File: src/rtl/alu_scheduler.sv
// alu_scheduler: round-robin front end that shares one combinational 8-bit ALU
// between two requesters. An accepted operation is registered, driven to the
// ALU for a single execute cycle, and its result is returned with the ID of
// the requester that issued it.
//
// Ports:
//   clk, rst                     clock and synchronous active-high reset
//   reqN_valid/_s/_x/_y          requester N operation (select, operands)
//   reqN_ready                   requester N operation accepted this cycle
//   alu_x, alu_y, alu_s          registered operands/select to the ALU
//   alu_z                        combinational ALU result
//   rsp_valid, rsp_id, rsp_z     response channel to the consumer
//   rsp_ready                    consumer takes the response
//   ops_done                     wrapping count of completed responses
//
// All vectors use bit 0 as the MSB.
module alu_scheduler (
  input  logic        clk,
  input  logic        rst,
  input  logic        req0_valid,
  input  logic [0:2]  req0_s,
  input  logic [0:7]  req0_x,
  input  logic [0:7]  req0_y,
  output logic        req0_ready,
  input  logic        req1_valid,
  input  logic [0:2]  req1_s,
  input  logic [0:7]  req1_x,
  input  logic [0:7]  req1_y,
  output logic        req1_ready,
  output logic [0:7]  alu_x,
  output logic [0:7]  alu_y,
  output logic [0:2]  alu_s,
  input  logic [0:7]  alu_z,
  output logic        rsp_valid,
  output logic        rsp_id,
  output logic [0:7]  rsp_z,
  input  logic        rsp_ready,
  output logic [0:15] ops_done
);

  typedef enum logic [1:0] {StIdle, StExec, StResp} state_e;

  state_e      state_q, state_d;
  logic        last_grant_q, last_grant_d;
  logic [0:7]  alu_x_q, alu_x_d;
  logic [0:7]  alu_y_q, alu_y_d;
  logic [0:2]  alu_s_q, alu_s_d;
  logic [0:7]  rsp_z_q, rsp_z_d;
  logic        rsp_id_q, rsp_id_d;
  logic [0:15] ops_done_q, ops_done_d;

  logic grant_id;
  logic grant_any;

  // Under contention the requester not granted last wins; otherwise the sole
  // requester wins. Ready is suppressed during reset.
  always_comb begin
    grant_id   = (req0_valid & req1_valid) ? ~last_grant_q : req1_valid;
    grant_any  = (state_q == StIdle) & ~rst & (req0_valid | req1_valid);
    req0_ready = grant_any & ~grant_id;
    req1_ready = grant_any & grant_id;
  end

  always_comb begin
    state_d      = state_q;
    last_grant_d = last_grant_q;
    alu_x_d      = alu_x_q;
    alu_y_d      = alu_y_q;
    alu_s_d      = alu_s_q;
    rsp_z_d      = rsp_z_q;
    rsp_id_d     = rsp_id_q;
    ops_done_d   = ops_done_q;
    unique case (state_q)
      StIdle: begin
        if (grant_any) begin
          // Operands go straight into the ALU-facing registers so the ALU
          // sees them for the whole execute cycle and never sees request
          // inputs combinationally.
          alu_x_d      = grant_id ? req1_x : req0_x;
          alu_y_d      = grant_id ? req1_y : req0_y;
          alu_s_d      = grant_id ? req1_s : req0_s;
          rsp_id_d     = grant_id;
          last_grant_d = grant_id;
          state_d      = StExec;
        end
      end
      StExec: begin
        rsp_z_d = alu_z;
        state_d = StResp;
      end
      StResp: begin
        if (rsp_ready) begin
          ops_done_d = ops_done_q + 16'd1;
          state_d    = StIdle;
        end
      end
      default: state_d = StIdle;
    endcase
  end

  always_ff @(posedge clk) begin
    if (rst) begin
      state_q      <= StIdle;
      last_grant_q <= 1'b1;
      alu_x_q      <= '0;
      alu_y_q      <= '0;
      alu_s_q      <= '0;
      rsp_z_q      <= '0;
      rsp_id_q     <= 1'b0;
      ops_done_q   <= '0;
    end else begin
      state_q      <= state_d;
      last_grant_q <= last_grant_d;
      alu_x_q      <= alu_x_d;
      alu_y_q      <= alu_y_d;
      alu_s_q      <= alu_s_d;
      rsp_z_q      <= rsp_z_d;
      rsp_id_q     <= rsp_id_d;
      ops_done_q   <= ops_done_d;
    end
  end

  assign alu_x     = alu_x_q;
  assign alu_y     = alu_y_q;
  assign alu_s     = alu_s_q;
  assign rsp_valid = (state_q == StResp);
  assign rsp_id    = rsp_id_q;
  assign rsp_z     = rsp_z_q;
  assign ops_done  = ops_done_q;

endmodule

File: config.mk
export PLATFORM = sky130hd
export DESIGN_NAME = alu_scheduler
export DESIGN_NICKNAME = d
export VERILOG_FILES = /design/src/rtl/alu_scheduler.sv
export SDC_FILE = /design/constraint.sdc
export NUM_CORES = 1
export LEC_CHECK = 0
export BUFFER_PORTS_ARGS = -buffer_cell sky130_fd_sc_hd__buf_2
export CAP_MARGIN = 0
export CORE_MARGIN = 5
export CORE_UTILIZATION = 40
export DETAILED_ROUTE_END_ITERATION = 12
export GPL_TIMING_DRIVEN = 0
export PLACE_DENSITY = 0.78
export SLEW_MARGIN = 20
export SYNTH_ARGS = -nofsm -noshare
export SYNTH_HDL_FRONTEND = slang
export SYNTH_SLANG_ARGS = --single-unit
File: constraint.sdc
create_clock -name clk -period 1.62 [get_ports clk]
set_clock_uncertainty 0.1 [all_clocks]
set_input_delay 0.162 -clock clk [delete_from_list [all_inputs] [get_ports clk]]
set_output_delay 0.162 -clock clk [all_outputs]
set_load 0.05 [all_outputs]
# ---- After elaboration in Yosys (flattened, before gate mapping)
# Index checks and enable logic that the tools add are counted.
# W data, S select, Z words.
dict set report word_totals {
  input_bits 51
  wordCells 33
  reg_bits 47
  out_inout_bits 47
}
dict set report classes {
  reduce_logical 4
  bitwise_logic 9
  n_addsub 1
  n_eq_ne 4
  mux 7
}
# operator n
set op_table {}
lappend op_table {{$add A16 B1 Y16 const B} 1}
lappend op_table {{$mux W8} 2}
lappend op_table {{$pmux W2 S3} 1}
lappend op_table {{$reduce_and A2 Y1} 3}
lappend op_table {{$and A1 B1 Y1} 5}
lappend op_table {{$mux W2} 2}
lappend op_table {{$mux W3} 1}
lappend op_table {{$not A1 Y1} 3}
lappend op_table {{$eq A2 B1 Y1 const B} 1}
lappend op_table {{$eq A2 B2 Y1 const B} 1}
lappend op_table {{$logic_not A2 Y1} 1}
lappend op_table {{$ne A2 B1 Y1 const B} 1}
lappend op_table {{$ne A2 B2 Y1 const B} 1}
lappend op_table {{$mux W1} 1}
lappend op_table {{$or A1 B1 Y1} 1}

# ---- Logic depth before layout (Yosys ltp)
dict set report logic_depth {
  depth_word 5
  depth_mapped 6
  ltp_nobuf 5
}

# ---- Worst setup path before layout
# Ideal clock, no wire load.
dict set report synth_path {
  path_kind {flip-flop to flip-flop}
  startpoint {reg ops_done_q, in the netlist ops_done[10]}
  endpoint {reg ops_done_q, in the netlist ops_done[0]}
  setup_slack_ps -291
  setup_time_ps 121
  required_ps 1399
  arrival_time_ps 1690
  path_stages_with_launch 5
  path_buffers 0
  synth_period_minus_slack_ps 1911
  path_cell_list {dfxtp_1 -> nand4_1 -> nor3_1 -> nand3_1 -> mux2_2}
}
dict set report synth_between {
  elab_chain_len 1
}
# item line_no
set synth_rtl {}
lappend synth_rtl {{start, declared} 50} ;# logic [0:15] ops_done_q, ops_done_d;
lappend synth_rtl {{start signal, assigned} 119} ;# ops_done_q <= ops_done_d;
lappend synth_rtl {{$add A16 B1 Y16} 93} ;# ops_done_d = ops_done_q + 16'd1;
# No other way between the ends.
# A chain may end at the register's enable or synchronous reset.

# ---- Worst setup path in the final report
dict set report layout_path {
  startpoint {reg state_q[1]}
  endpoint {out req0_ready}
}
dict set report layout_between {
  elab_chain_len 4
}
# item line_no
set layout_rtl {}
lappend layout_rtl {{start, declared} 43} ;# state_e state_q, state_d;
lappend layout_rtl {{start signal, assigned} 103} ;# state_q <= StIdle;
lappend layout_rtl {{start signal, assigned} 112} ;# state_q <= state_d;
lappend layout_rtl {{$logic_not A2 Y1} 59} ;# grant_any = (state_q == StIdle) & ~rst & (req0_valid | req1_valid);
lappend layout_rtl {{$and A1 B1 Y1 (2 in series)} 59}
lappend layout_rtl {{$and A1 B1 Y1} 60} ;# req0_ready = grant_any & ~grant_id;
lappend layout_rtl {{end, declared} 24} ;# output logic req0_ready,
# No other way between the ends.

==> flow_summary.toml <==
[drt]
drt-pass1-iter-count = 4
via_per_inst = 4.88
drc = 0
ant_nets = 0
detail_route.iter0.violations = 63
vias = 2026
routedWlPerCell_um = 14.0
wl_um = 5820

[power]
power_leakage_uw = 0.00136
p_per_area_nw_per_um2 = 903
swShare_pct = 32.5
p_int_uw = 1920
power.total_uw = 2840
p_switching_uw = 923
p_comb_share_pct = 28.1
power_frac_seq_pct = 44.7
clkPwrFrac_pct = 27.2
max-vdd-ir-drop_v = 0.000502

[finish]
n_antenna_cell = 0
final_cell_mix = "buf_2 (96), dfxtp_1 (35), nor2_1 (27)"
final_util_pct = 61.7
fin_nets = 396
areaGrowthSynthToFinish_pct = 49.5
drive_gt1_share_pct = 50.4
finalNonFillerCells = 415
mostFrequentLayoutCell = "buf_2"

[clock_network]
cts.clk_slew.worst_paths_ps = 80
clock_latency_ps = 300
cts_sinks = 47
cts_buffers = 5
cts_tree = "built"
clockRootBuffer = "clkbuf_8"
clockBufferDepth = 2
htreeDepth = 2

[placed_design]
hpwl_um = 4040
dp_cells = 392
gp_congestion = 0.795
io_buffers = 97

[grt]
grt_pass1_vias = 1919
grt_max_degree = 14
track_usage_pct = 16.0
gr-total-overflow = 0
grt_pass1_wl_um = 8490
antenna_found_initial = 0

[timing]
final_hold_viol_count = 0
fmax_mhz = 549
finalSetupTns_ps = -867
hold-worst-slack_ps = 10.0
fin_crit_ps = 1820
worst_pin_slew_ps = 660
period_share_pct = 112
rsz0062_at_grt = "yes"
setup_violations = 13
slew_violations = 0
fin_ws_ps = -202
slew_headroom_pct = 56.0

[critical_path]
arrival_ps = 1560
worstSetupEndpointType = "output pin"
crit_fanout = 2
critPathKind = "register to output pin"
start_kind = "register"
worst_ep_required_time_ps = 1360

[die]
boundaryPins = 98
rows = 26
fp.dieH_um = 82.6
start_util_pct = 41.3
core_area_sq_um = 5110
die_area_sq_um = 6820
die_x_um = 82.6

[synth]
netlist_area_sq_um = 2110
yosysUniqueCellTypes = 29
syn-num-nets = 277
yosys-top-cells-area = "dfxtp_1 (45%), a211oi_2 (11%), mux2i_1 (9.5%), nor2_1 (6.9%), nand2_1 (3.7%)"
async_reset_ff_share_pct = 0
synth_cells = 225
yosysTopAreaCell = "dfxtp_1"
postSynthRegisterBits = 47
synth-edff-count = 0
yosysWarnings = 0
synth_top_area_share_pct = 44.7
synth_area_per_cell_sq_um = 9.36
ys_seq_area_share_pct = 44.7
ys.flop_type = "dfxtp_1"

[outcome]
status = "finished with violations"
failed_checks = "setup timing"

[worst_hold_path]
hold_path_class = "input pin to register"

[run]
drv_cap = 0
sequential cells by signal (all words and copies together), names as in the netlist:
name          count
state_q           2
alu_s             3
ops_done         16
rsp_z             8
alu_y             8
rsp_id            1
last_grant_q      1
alu_x             8
cell usage after synthesis, types with 2 or more instances:
master / count
a21oi_1: 14
nor4_1: 2
buf_1: 4
nor3_1: 6
nand4_1: 3
nand2_1: 21
a211oi_2: 19
nand2b_1: 4
buf_2: 2
clkbuf_1: 3
xnor2_1: 9
a31o_2: 3
buf_6: 2
inv_1: 5
buf_4: 2
nand4b_1: 2
dfxtp_1: 47
mux2i_1: 20
nor2_1: 39
xor2_1: 2
nand3_1: 6
nor2b_1: 3
worst paths after layout:
check / start / endpoint / slack [ps] / cells after the start
max: state_q[1] / req0_ready / -200 / 4
min: alu_z[3] / rsp_z[3] / 10 / 3
max reg2reg: state_q[1] / alu_y[3] / -70 / 7
min reg2reg: rsp_z[4] / rsp_z[4] / 360 / 2
layout make-up:
class	instances	area, sq um
inverters	6	38.8
plain buffers	12	93.8
flip-flops and latches	47	958
repair buffers	113	709
multi-input cells	159	1160
fillers	442	1960
well taps	70	87.6
clock buffers	8	100
power groups by stage:
| stage | Sequential (uW) | Clock [uW] | Combinational [uW] |
|---|---|---|---|
| 2_1_floorplan | 1500 | 0 | 276 |
| 3_3_place_gp | 1290 | 0 | 658 |
| 3_5_place_dp | 1290 | 0 | 672 |
| 4_1_cts | 1260 | 792 | 719 |
| 5_1_grt | 1280 | 846 | 852 |
| 6_report | 1270 | 772 | 800 |
what timing repair did:
action                                  in CTS  in global routing
hold buffers                                 6                  0
pin swaps                                    2                 17
cloned                                       0                  3
resized for setup                           16                 28
endpoints found under the setup margin       3                 18
hold endpoints to repair                     6                  0
buffers inserted                             4                  3
logic make-up (layout without fill, tap and decap cells):
logic type / after synthesis / count (layout) / synth area share, %
simple gates: 89 / 89 / 19.3
flops: 47 / 47 / 44.7
compound gates: 37 / 37 / 16.2
mux: 21 / 21 / 10.0
buf+inv: 19 / 139 / 4.63
xor+xnor: 11 / 11 / 4.57
fa+ha+maj: 1 / 1 / 0.594
through the flow:
step	worst slack [ps]	instance area, sq um
floorplan	-73.0	2130
global placement	-206	2710
detailed placement	-212	2710
CTS	-216	2940
global route	-247	3150
finish	-202	3150
routing by layer:
layer / track usage (%) / vias to the layer above / wire length, um
li1: - / 1013 / -
met1: 17.7 / 934 / 2350
met2: 29.1 / 68 / 2880
met3: 4.99 / 11 / 456
met4: 5.23 / 0 / 127
met5: 0 / - / 0
critical path, stage by stage (launching register included):
cell and delay [ps]:
dfxtp_4 350, or4_4 530, buf_6 150, nor2_4 70, buf_6 160
(Power assumes the default switching activity.)
